File: src/rtl/door_pkg.sv
// Shared types and constants for the elevator door controller and its timer.
package door_pkg;

  typedef enum logic [1:0] {
    StClosed  = 2'd0,
    StOpen    = 2'd1,
    StClosing = 2'd2,
    StAlarm   = 2'd3
  } door_state_e;

  localparam int DefOpenTime  = 10;
  localparam int DefCloseTime = 4;

  // Timer holds at most max(open, close) - 1; never narrower than one bit.
  function automatic int unsigned timer_width(input int open_time, input int close_time);
    int max_time;
    max_time = (open_time > close_time) ? open_time : close_time;
    return ($clog2(max_time) < 1) ? 1 : $clog2(max_time);
  endfunction

endpackage

File: src/rtl/door_timer.sv
// Loadable down-counter with enable and zero flag; saturates at zero.
module door_timer #(
  parameter int unsigned WIDTH = 4
) (
  input  logic             clk_i,
  input  logic             reset_i,
  input  logic             load_i,
  input  logic [WIDTH-1:0] load_value_i,
  input  logic             enable_i,
  output logic             zero_o
);

  logic [WIDTH-1:0] count_q, count_d;

  always_comb begin
    count_d = count_q;
    if (load_i) begin
      count_d = load_value_i;
    end else if (enable_i && (count_q != '0)) begin
      count_d = count_q - 1'b1;
    end
  end

  always_ff @(posedge clk_i) begin
    if (reset_i) begin
      count_q <= '0;
    end else begin
      count_q <= count_d;
    end
  end

  assign zero_o = (count_q == '0);

endmodule

File: src/rtl/door_controller.sv
// Elevator car door FSM: open/close timing, overload alarm and weight-counter clear handshake.
module door_controller
  import door_pkg::*;
#(
  parameter int OPEN_TIME  = DefOpenTime,
  parameter int CLOSE_TIME = DefCloseTime
) (
  input  logic clk,
  input  logic reset,
  input  logic open_request,
  input  logic car_empty,
  input  logic alarm_clear,
  input  logic weight_limit_exceeded,
  output logic door,
  output logic weight_flip_reset,
  output logic overload_alarm,
  output logic door_ready
);

  if (OPEN_TIME < 1 || CLOSE_TIME < 1) begin : g_bad_timing
    $error("door_controller: OPEN_TIME and CLOSE_TIME must both be >= 1");
  end

  localparam int unsigned TimerW = timer_width(OPEN_TIME, CLOSE_TIME);
  localparam logic [TimerW-1:0] OpenLoad  = TimerW'(OPEN_TIME - 1);
  localparam logic [TimerW-1:0] CloseLoad = TimerW'(CLOSE_TIME - 1);

  door_state_e state_q, state_d;
  logic sync1_q, sync2_q, wle_s;
  logic timer_load, timer_enable, timer_zero;
  logic [TimerW-1:0] timer_value;
  logic flip_req, flip_d, flip_q;
  logic empty_done_d, empty_done_q;
  logic door_d, door_q, ready_d, ready_q, alarm_d, alarm_q;

  assign wle_s = sync2_q;

  // State register and input synchroniser.
  always_ff @(posedge clk) begin
    if (reset) begin
      state_q <= StClosed;
      sync1_q <= 1'b0;
      sync2_q <= 1'b0;
    end else begin
      state_q <= state_d;
      sync1_q <= weight_limit_exceeded;
      sync2_q <= sync1_q;
    end
  end

  // Next state, timer control and clear-pulse request.
  always_comb begin
    state_d      = state_q;
    timer_load   = 1'b0;
    timer_enable = 1'b0;
    timer_value  = OpenLoad;
    flip_req     = 1'b0;
    unique case (state_q)
      StClosed: begin
        if (open_request) begin
          state_d    = StOpen;
          timer_load = 1'b1;
        end else if (car_empty && !empty_done_q) begin
          flip_req = 1'b1;
        end
      end
      StOpen: begin
        if (wle_s) begin
          state_d = StAlarm;
        end else if (open_request) begin
          timer_load = 1'b1;
        end else if (timer_zero) begin
          state_d     = StClosing;
          timer_load  = 1'b1;
          timer_value = CloseLoad;
        end else begin
          timer_enable = 1'b1;
        end
      end
      StAlarm: begin
        // The counter is cleared here; a persisting overload re-alarms via StOpen.
        if (alarm_clear) begin
          state_d    = StOpen;
          timer_load = 1'b1;
          flip_req   = 1'b1;
        end
      end
      StClosing: begin
        if (open_request || wle_s) begin
          state_d    = StOpen;
          timer_load = 1'b1;
        end else if (timer_zero) begin
          state_d = StClosed;
        end else begin
          timer_enable = 1'b1;
        end
      end
    endcase
  end

  // Outputs decoded from the next state so the registered copies track state_q exactly.
  always_comb begin
    door_d  = (state_d == StOpen) || (state_d == StAlarm);
    ready_d = (state_d == StClosed);
    alarm_d = (state_d == StAlarm);
    flip_d  = flip_req && !flip_q;
    // Any clear pulse while car_empty is high satisfies the unload request.
    if (!car_empty) begin
      empty_done_d = 1'b0;
    end else if (flip_d) begin
      empty_done_d = 1'b1;
    end else begin
      empty_done_d = empty_done_q;
    end
  end

  always_ff @(posedge clk) begin
    if (reset) begin
      door_q       <= 1'b0;
      ready_q      <= 1'b1;
      alarm_q      <= 1'b0;
      flip_q       <= 1'b1;
      empty_done_q <= 1'b1;
    end else begin
      door_q       <= door_d;
      ready_q      <= ready_d;
      alarm_q      <= alarm_d;
      flip_q       <= flip_d;
      empty_done_q <= empty_done_d;
    end
  end

  door_timer #(
    .WIDTH (TimerW)
  ) u_timer (
    .clk_i        (clk),
    .reset_i      (reset),
    .load_i       (timer_load),
    .load_value_i (timer_value),
    .enable_i     (timer_enable),
    .zero_o       (timer_zero)
  );

  assign door              = door_q;
  assign door_ready        = ready_q;
  assign overload_alarm    = alarm_q;
  assign weight_flip_reset = flip_q;

endmodule

File: config.mk
export PLATFORM = sky130hd
export DESIGN_NAME = door_controller
export DESIGN_NICKNAME = d
export VERILOG_FILES = /design/src/rtl/door_pkg.sv /design/src/rtl/door_timer.sv /design/src/rtl/door_controller.sv
export SDC_FILE = /design/constraint.sdc
export NUM_CORES = 1
export LEC_CHECK = 0
export ABC_CLOCK_PERIOD_IN_PS = 2700
export CAP_MARGIN = 5
export CORE_MARGIN = 10
export CORE_UTILIZATION = 54
export DETAILED_ROUTE_END_ITERATION = 16
export PLACE_DENSITY_LB_ADDON = 0.05
export SYNTH_ARGS = -nofsm -noshare
export SYNTH_HDL_FRONTEND = slang
export SYNTH_SLANG_ARGS = --single-unit
File: constraint.sdc
create_clock -name clk -period 2.7 [get_ports clk]
set_input_delay 0.27 -clock clk [delete_from_list [all_inputs] [get_ports clk]]
set_output_delay 0.27 -clock clk [all_outputs]
set_load 0.05 [all_outputs]
### Word-level counts from Yosys, hierarchy flattened

Cells that the tools add are included.
W data, S select, Z words.

| operators by class | value |
|---|---|
| add/subtract/negate cells | 1 |
| equal/unequal tests | 6 |
| mux-type cells | 31 |
| reduce and logical (&&, ||, !) cells | 12 |

Operators by type and width:

| cell | number |
|---|---|
| $mux W4 | 6 |
| $mux W1 | 14 |
| $mux W2 | 7 |
| $pmux W2 S4 | 1 |
| $eq A2 B2 Y1 const B | 3 |
| $eq A2 B1 Y1 const B | 2 |
| $logic_not A2 Y1 | 2 |
| $logic_not A4 Y1 | 1 |
| $pmux W1 S2 | 2 |
| $pmux W1 S4 | 1 |
| $reduce_bool A4 Y1 | 1 |
| $sub A4 B1 Y4 const B | 1 |
| $logic_and A1 B1 Y1 | 3 |
| $logic_not A1 Y1 | 2 |
| $logic_or A1 B1 Y1 | 2 |
| $ne A2 B1 Y1 const B | 1 |
| $reduce_bool A2 Y1 | 1 |

| word-level totals | value |
|---|---|
| flip-flop bits (word level) | 13 |
| input bits | 6 |
| output and inout bits | 4 |

### Longest topological paths before layout

Gate-level depths: netlist of the first run.

| logic depth | value |
|---|---|
| depth in word-level cells | 8 |
| depth in mapped cells | 6 |
| gate-level depth less buffers | 6 |

### Modules after synthesis

Synthesis of the first run repeated with hierarchy kept, for this count alone.

| unflattened totals | value |
|---|---|
| cells, all modules | 82 |
| area, all modules | 753.2 µm² |

By module, submodules not included:

| module | times used | cells each | area an instance (µm²) |
|---|---|---|---|
| door_controller | 1 | 53 | 490.5 |
| door_timer | 1 | 29 | 262.8 |

### Worst setup path after synthesis of the first run

No wires, ideal clock.

| timing | value |
|---|---|
| path kind | register to register |
| start point | register state_q[0] |
| end point | register u_timer.count_q[3] |
| setup time | 74 ps |
| arrival | 1521 ps |
| required time | 2626 ps |
| slack | 1105 ps |
| stages on the path, launching flop included | 7 |
| buffers on the path | 0 |
| period minus slack after synthesis | 1595 ps |
| path through | dfxtp_1 inv_1 ha_1 o21a_1 nand3_1 or3_1 a31oi_1 |

| between the ends | value |
|---|---|
| longest elaborated chain between the ends | 4 |
| elaborated cells on any way between the ends | 10 |
| those cells by class | eq/ne: 3; mux: 4; reduce/logical: 3 |

Ends and longest elaborated chain:

| what | line | RTL |
|---|---|---|
| from (decl) | door_controller.sv:28 | `door_state_e state_q, state_d;` |
| from (signal assigned) | door_controller.sv:41 | `state_q <= StClosed;` |
| from (signal assigned) | door_controller.sv:45 | `state_q <= state_d;` |
| $eq A2 B2 Y1 / $eq A2 B1 Y1 (equally long branches) | door_controller.sv:58 | `unique case (state_q)` |
| $pmux W1 S2 | door_controller.sv:58 |  |
| $logic_and A1 B1 Y1 | door_timer.sv:19 | `end else if (enable_i && (count_q != '0)) begin` |
| $reduce_bool A2 Y1 (no line) | n/a |  |
| to (signal assigned) | door_timer.sv:28 | `count_q <= count_d;` |
| to (decl) | door_timer.sv:13 | `logic [WIDTH-1:0] count_q, count_d;` |

Parallel ways exist; a longest one is shown, timed or not.
A chain may end at the register's enable or synchronous reset.

### Worst setup path after layout of the first run

Same ends and word-level chain as after synthesis.

==> results of run 1 <==
==> per-stage QoR <==
stage	util [%]	instance area [sq um]	hold WS [ns]	cells	setup slack, ns
final	66.02	848.3	0.4488	105	0.9062
after global routing	66.02	848.3	0.4651	105	0.7391
after CTS	66.02	848.3	0.4510	105	0.9181
after detailed placement	63.97	822.0	0.4278	101	0.8199
after global placement	63.97	822.0	0.4205	101	0.8972
after floorplan	-	718.2	0.3394	78	1.105
==> cells by family after synthesis <==
| kind of cell | Yosys count | share of synthesized area [%] |
|---|---|---|
| compound gates | 22 | 21.95 |
| xor+xnor | 1 | 1.220 |
| fa+ha+maj | 6 | 10.45 |
| buf+inv | 7 | 3.832 |
| flops | 13 | 36.24 |
| mux | 2 | 2.788 |
| simple gates | 27 | 23.52 |
==> sequential cells by signal (all words and copies together), names as in the netlist <==
register           cells
empty_done_q           1
overload_alarm         1
weight_flip_reset      1
door_ready             1
u_timer.count_q        4
door                   1
sync1_q                1
state_q                2
sync2_q                1
==> placed cells by master, fill, tap and decap left out, types with 2 or more instances in the layout <==
master                            Yosys  routed
sky130_fd_sc_hd__nand2_1              2       2
sky130_fd_sc_hd__a21oi_1              4       4
sky130_fd_sc_hd__o21a_1               3       3
sky130_fd_sc_hd__inv_1                6       6
sky130_fd_sc_hd__ha_1                 6       6
sky130_fd_sc_hd__o21ai_0              4       4
sky130_fd_sc_hd__mux2i_1              2       2
sky130_fd_sc_hd__and2_1               2       2
sky130_fd_sc_hd__clkbuf_4             0       3
sky130_fd_sc_hd__o221a_2              2       2
sky130_fd_sc_hd__o211ai_1             2       2
sky130_fd_sc_hd__nor2_1               2       2
sky130_fd_sc_hd__nor2b_1              5       5
sky130_fd_sc_hd__or3_1                2       2
sky130_fd_sc_hd__clkdlybuf4s50_1      0       9
sky130_fd_sc_hd__nand3_1              5       5
sky130_fd_sc_hd__nand2b_1             2       2
sky130_fd_sc_hd__dfxtp_1             13      13
sky130_fd_sc_hd__a31oi_1              3       3
==> power by group <==
| group | internal (W) | total (W) | switching, W |
|---|---|---|---|
| registers | 0.000208 | 0.000221 | 0.0000130 |
| logic | 0.0000637 | 0.000145 | 0.0000817 |
| clock network | 0.0000573 | 0.000125 | 0.0000672 |
==> layer usage <==
metal  track usage, %  share of wire (%)  vias up
met5                0                  0        -
met2            14.42                 45       21
met1            11.57                 48      297
met4            4.811               0.45        0
met3            4.719                6.5        2
li1                 -                  -      309
==> worst min-delay path by stage <==
stage,startpoint,endpoint,slack (ns),cells past startpoint
finish,sync1_q,sync2_q,0.45,1
CTS,sync1_q,sync2_q,0.45,1
floorplan,reset,u_timer.count_q[3],0.34,1
detailed placement,sync1_q,sync2_q,0.43,1
global placement,sync1_q,sync2_q,0.42,1
global route,sync1_q,sync2_q,0.47,1
==> final cells by class <==
class	instances	area share [%]
clock buffer	4	3.097
sequential	13	30.68
multi-input combinational	58	50.74
tap	15	2.212
inverter	6	2.655
timing repair buffer	9	10.62
==> parameters.txt, run 1 <==
Parameter                              Value

Global route
  GRT Util Overall ... slightly below 10%
  First-pass GRT wire length ... 2.566 mm
  Total global routing overflow ... 0
  Vias in the first global route ... 583
  Number of antenna violations at the first check in global routing ... 0
  Largest net degree at the start of global routing ... 10

Layout
  Register cell area after layout ... 260.3 sq um
  Fraction of layout instances using a drive strength above 1 ... around 8.9%
  Net count of the finished layout ... about 100
  Area added between synthesis and finish ... 18.12%
  Antenna fix cells ... 0
  Area of the multi-input gates ... 430.4 sq um
  Filler cells ... 120

Critical path
  Critical Path Slowest Stage Cell ... sky130_fd_sc_hd__dfxtp_1
  Maximum cell stage delay along the critical path ... 0.42 ns
  Start-to-end type of the worst setup path ... reg -> reg
  Source of the worst register-to-register timing path ... state_q[0]
  Logic depth of the worst setup path including buffers ... 6
  Required @ worst endpoint ... 2.91 ns
  CP bufs+invs ... 1
  Reg-to-reg critical path endpoint ... u_timer.count_q[3]
  CP Data Arrival Time ... 2.00 ns
  End of the critical path ... u_timer.count_q[3]
  Endpoint kind of the worst setup timing path ... register
  Family with the most delay on the worst path ... simple AND/OR/NAND/NOR gates
  Flop2flop setup slack ... between 0.9 and 1 ns
  Number of cells traversed by the worst register-to-register path ... 6
  Crit path launch type ... register
  Largest fanout of any net on the critical path ... 5
  Cells along the critical path ... inv_1 -> ha_1 -> o21a_1 -> nand3_1 -> or3_1 -> a31oi_1
  Critical path launch point ... state_q[0]

Clocking
  Number of buffers created by CTS ... 3
  Sinks on Clock Net ... 13
  Number of buffers on the longest clock path ... 2
  CTS root buf ... sky130_fd_sc_hd__clkbuf_4
  Source-to-sink clock delay at the later pin of the worst-skew pair ... 0.28 ns
  Number of gates resized after CTS ... 0
  Hold buffer count at CTS ... 0
  Post-CTS setup repair buffer count ... 0
  TritonCTS clock tree ... done
  Clock-pin slew reported for the worst setup and hold paths after clock tree synthesis ... 0.09 ns
  H-tree depth ... 1

Yosys
  Netlist area before placement ... between 700 and 800 sq um
  Synth Net Count ... 90
  Yosys warnings ... 0
  Primary FF master, synth ... sky130_fd_sc_hd__dfxtp_1
  Count of flip-flops with a built-in enable after synthesis ... 0
  Average cell area after synthesis ... 9.208 sq um
  Post-synthesis async set-or-reset flop share ... 0%
  Leading cell types by count after synthesis ... 13 x sky130_fd_sc_hd__dfxtp_1, 6 x sky130_fd_sc_hd__ha_1, 6 x sky130_fd_sc_hd__inv_1
  Cell count after synthesis ... 78
  Post-synth top area cell ... sky130_fd_sc_hd__dfxtp_1
  Flops & latches, synth ... 13
  Distinct cell type count of the synthesized netlist ... 30
  Cell types with the largest area share after synthesis ... sky130_fd_sc_hd__dfxtp_1 36%, sky130_fd_sc_hd__ha_1 10%, sky130_fd_sc_hd__nor2b_1 4.4%
  Synth top area share ... about 36%
  Seq/Total Area, Yosys ... around 36%
  Count leader, synth ... sky130_fd_sc_hd__dfxtp_1

Floorplanning
  Die outline area ... 3189 sq um
  Initial standard-cell utilization of the core ... 55.89%
  Number of top-level pins ... 10
  Die Y ... 56.47 microns
  Core Region ... 1285 sq um
  Number of rows in the core area ... 13
  Horizontal die dimension ... 56.47 microns

Timing
  Setup repair after global routing missed its margin ... no
  Transition time of the tightest slew-check pin ... between 0.5 and 0.6 ns
  Total negative slack ... 0 ns
  Minimum clock period after layout ... between 1.5 and 2 ns
  Setup violations, final ... 0
  Number of slew-limit violations in the final report ... 0
  Maximum clock frequency ... ~0.56 GHz
  Setup skew after layout ... a little over 0.008 ns
  Max-slew headroom at the worst pin ... 66.30%
  Fraction of the cycle the final worst path needs ... around 66%
  Final Hold Viols ... 0

Placement
  IO buf count ... 9
  Sum of net half-perimeters after detailed placement ... 1.133 mm
  Placer Congestion ... slightly below 0.9

Min path
  Hold/Removal Path Class ... reg -> reg

Status
  Outcome ... finished clean

Detailed routing
  Antenna-violating nets left ... 0
  Remaining design rule violation count ... 0
  Average routed wire per standard cell ... between 10 and 15 microns
  Vias per inst ... around 6.0
  First drt pass iteration count ... 4
  Iter 0 DRT Violations ... 23
  Total length of routed wires ... roughly 1.5 mm
  Number of vias in the routed layout ... between 600 and 700

Power
  Static power due to leakage ... 0.3368 nW
  Maximum VDD drop ... 0.3576 mV
  Power per Cell Area ... 579.0 nW/um^2
  Final total power ... 0.0004911 W

Run
  Number of max-cap violations ... 0
Note: power is estimated with default switching activity, not from simulation.
==> run 2, diff against run 1 <==
--- a/config.mk
+++ b/config.mk
@@ -5,10 +5,10 @@
 export SDC_FILE = /design/constraint.sdc
 export NUM_CORES = 1
 export LEC_CHECK = 0
-export ABC_CLOCK_PERIOD_IN_PS = 2700
+export ABC_CLOCK_PERIOD_IN_PS = 1720
 export CAP_MARGIN = 5
 export CORE_MARGIN = 10
-export CORE_UTILIZATION = 54
+export CORE_UTILIZATION = 51
 export DETAILED_ROUTE_END_ITERATION = 16
 export PLACE_DENSITY_LB_ADDON = 0.05
 export SYNTH_ARGS = -nofsm -noshare
==> constraint.sdc (replaced) <==
create_clock -name clk -period 1.72 [get_ports clk]
set_input_delay 0.172 -clock clk [delete_from_list [all_inputs] [get_ports clk]]
set_output_delay 0.172 -clock clk [all_outputs]
set_load 0.05 [all_outputs]
==> parameters.txt, run 2 (synthesized netlist as in run 1, its figures left out) <==
Parameter                              Value

Power
  Static power due to leakage ... 0.3446 nW (+2.3%)
  Power per Cell Area ... 875.4 nW/um^2 (+51%)
  Maximum VDD drop ... 0.5555 mV (+55%)

Timing
  Worst hold margin ... 0.4407 ns (-0.008082 ns)
  Final Hold Viols ... 0 (unchanged)
  Max-slew headroom at the worst pin ... 66.85% (+0.55 points)
  Setup repair after global routing missed its margin ... yes
  Total negative slack ... 0 ns (unchanged)
  Number of slew-limit violations in the final report ... 0 (unchanged)
  Minimum clock period after layout ... 1.638 ns (-0.1554 ns)
  Maximum clock frequency ... 0.6104 GHz (+9.5%)
  Fraction of the cycle the final worst path needs ... 95.26% (+29 points)
  Transition time of the tightest slew-check pin ... 0.4957 ns (-0.008284 ns)
  Setup skew after layout ... 0.01291 ns (+0.004644 ns)
  Setup violations, final ... 0 (unchanged)

Clocking
  Number of buffers created by CTS ... 3 (unchanged)
  H-tree depth ... 1 (unchanged)
  CTS root buf ... sky130_fd_sc_hd__clkbuf_4
  Clock-pin slew reported for the worst setup and hold paths after clock tree synthesis ... 0.08 ns (about the same)
  Number of buffers on the longest clock path ... 2 (unchanged)
  Sinks on Clock Net ... 13 (unchanged)
  Hold buffer count at CTS ... 0 (unchanged)
  TritonCTS clock tree ... done
  Source-to-sink clock delay at the later pin of the worst-skew pair ... 0.28 ns (about the same)

Critical path
  Endpoint kind of the worst setup timing path ... register
  CP Data Arrival Time ... 1.81 ns (-0.19 ns)
  Largest fanout of any net on the critical path ... 7 (+2)
  Required @ worst endpoint ... 1.89 ns (-1.02 ns)
  Crit path launch type ... register
  Start-to-end type of the worst setup path ... reg -> reg

Global route
  GRT Util Overall ... 10.12% (+0.28 points)
  Vias in the first global route ... 658 (+13%)
  Number of antenna violations at the first check in global routing ... 0 (unchanged)
  Total global routing overflow ... 0 (unchanged)
  First-pass GRT wire length ... 2.725 mm (+6.2%)
  Largest net degree at the start of global routing ... 10 (unchanged)

Floorplanning
  Number of top-level pins ... 10 (unchanged)
  Initial standard-cell utilization of the core ... 54.51% (-1.4 points)
  Core Region ... 1318 sq um (+2.5%)
  Die outline area ... 3309 sq um (+3.8%)
  Die Y ... 57.53 microns (+1.9%)
  Number of rows in the core area ... 13 (unchanged)
  Horizontal die dimension ... 57.53 microns (+1.9%)

Detailed routing
  First drt pass iteration count ... 4 (unchanged)
  Iter 0 DRT Violations ... 5 (-78%)
  Total length of routed wires ... 1.547 mm (+0.19%)
  Remaining design rule violation count ... 0 (unchanged)
  Vias per inst ... 5.673 (-5.3%)
  Antenna-violating nets left ... 0 (unchanged)
  Average routed wire per standard cell ... 14.46 microns (-1.7%)
  Number of vias in the routed layout ... 607 (-3.5%)

Layout
  Max reg flops ... 4 (unchanged)
  Leading cell type in the layout, fill and taps excluded ... sky130_fd_sc_hd__dfxtp_1
  Commonest cells after routing, fill and taps aside ... 11 x sky130_fd_sc_hd__dfxtp_1, 9 x sky130_fd_sc_hd__clkdlybuf4s50_1, 6 x sky130_fd_sc_hd__inv_1
  Net count of the finished layout ... 105 (+1.9%)
  Area added between synthesis and finish ... 25.61%
  Registers with the highest flip-flop counts ... u_timer.count_q (4), state_q (2)
  Register containing the most flip-flops in the final layout ... u_timer.count_q
  Fraction of layout instances using a drive strength above 1 ... 19.57% (+11 points)
  Antenna fix cells ... 0 (unchanged)

Min path
  Hold/Removal Path Class ... reg -> reg

Placement
  IO buf count ... 9 (unchanged)
  Sum of net half-perimeters after detailed placement ... 1.178 mm (+4.0%)
  Placer Congestion ... 0.8856 (-0.11%)

Status
  Outcome ... finished clean

Run
  Number of max-cap violations ... 0 (unchanged)
run 2: worst paths after layout:
| kind | start | to | slack (ns) | cells after the start |
|---|---|---|---|---|
| min | sync1_q | sync2_q | 0.44 | 1 |
| min reg2reg | sync1_q | sync2_q | 0.44 | 1 |
| max reg2reg | state_q[0] | u_timer.count_q[0] | 0.08 | 6 |
| max | state_q[0] | u_timer.count_q[0] | 0.08 | 6 |
run 2: area by class of cell:
type                       instances  area [sq um]
multi-input combinational         58         461.7
inverter                           6         22.52
clock buffer                       4         26.28
sequential                        13         267.8
timing repair buffer              11         105.1
tap                               15         18.77
fill                             123         415.4
run 2: power by group:
group / internal, W / total, W / switching [W]
Clock: 0.0000901 / 0.000190 / 0.0000994
Combinational: 0.000114 / 0.000253 / 0.000140
Sequential: 0.000327 / 0.000347 / 0.0000200
run 2: repair_timing:
action | 4_1_cts | 5_1_grt
setup buffers | 0 | 0
endpoints found under the setup margin | 0 | 7
gates resized for setup | 0 | 11
run 2: routing by layer:
metal / wire [microns] / track usage (%) / vias up / share of wire [%]
li1: - / - / 315 / -
met1: 681 / 10.41 / 275 / 44
met2: 745 / 16.56 / 13 / 48
met3: 99 / 5.973 / 4 / 6.4
met4: 21 / 3.691 / 0 / 1.4
met5: 0 / 0 / - / 0
run 2: metrics by stage:
step / util, % / std cells / area (sq um) / total power [W] / setup slack, ns
6_report: 68.47 / 107 / 902.1 / 0.0007897 / 0.08161
5_1_grt: 68.47 / 107 / 902.1 / 0.0008398 / -0.02446
4_1_cts: 65.53 / 107 / 863.3 / 0.0007755 / 0.009050
3_5_place_dp: 63.53 / 103 / 837.1 / 0.0005869 / -0.009258
3_3_place_gp: 63.53 / 103 / 837.1 / 0.0005826 / 0.01582
2_1_floorplan: - / 78 / 718.2 / 0.0005159 / 0.1246
run 2: worst max-delay path: stages (launching register included):
cell	delay (ns)
sky130_fd_sc_hd__dfxtp_4	0.38
sky130_fd_sc_hd__inv_1	0.08
sky130_fd_sc_hd__ha_1	0.32
sky130_fd_sc_hd__a21oi_2	0.23
sky130_fd_sc_hd__a31oi_4	0.12
sky130_fd_sc_hd__o21a_1	0.22
sky130_fd_sc_hd__o21a_1	0.18
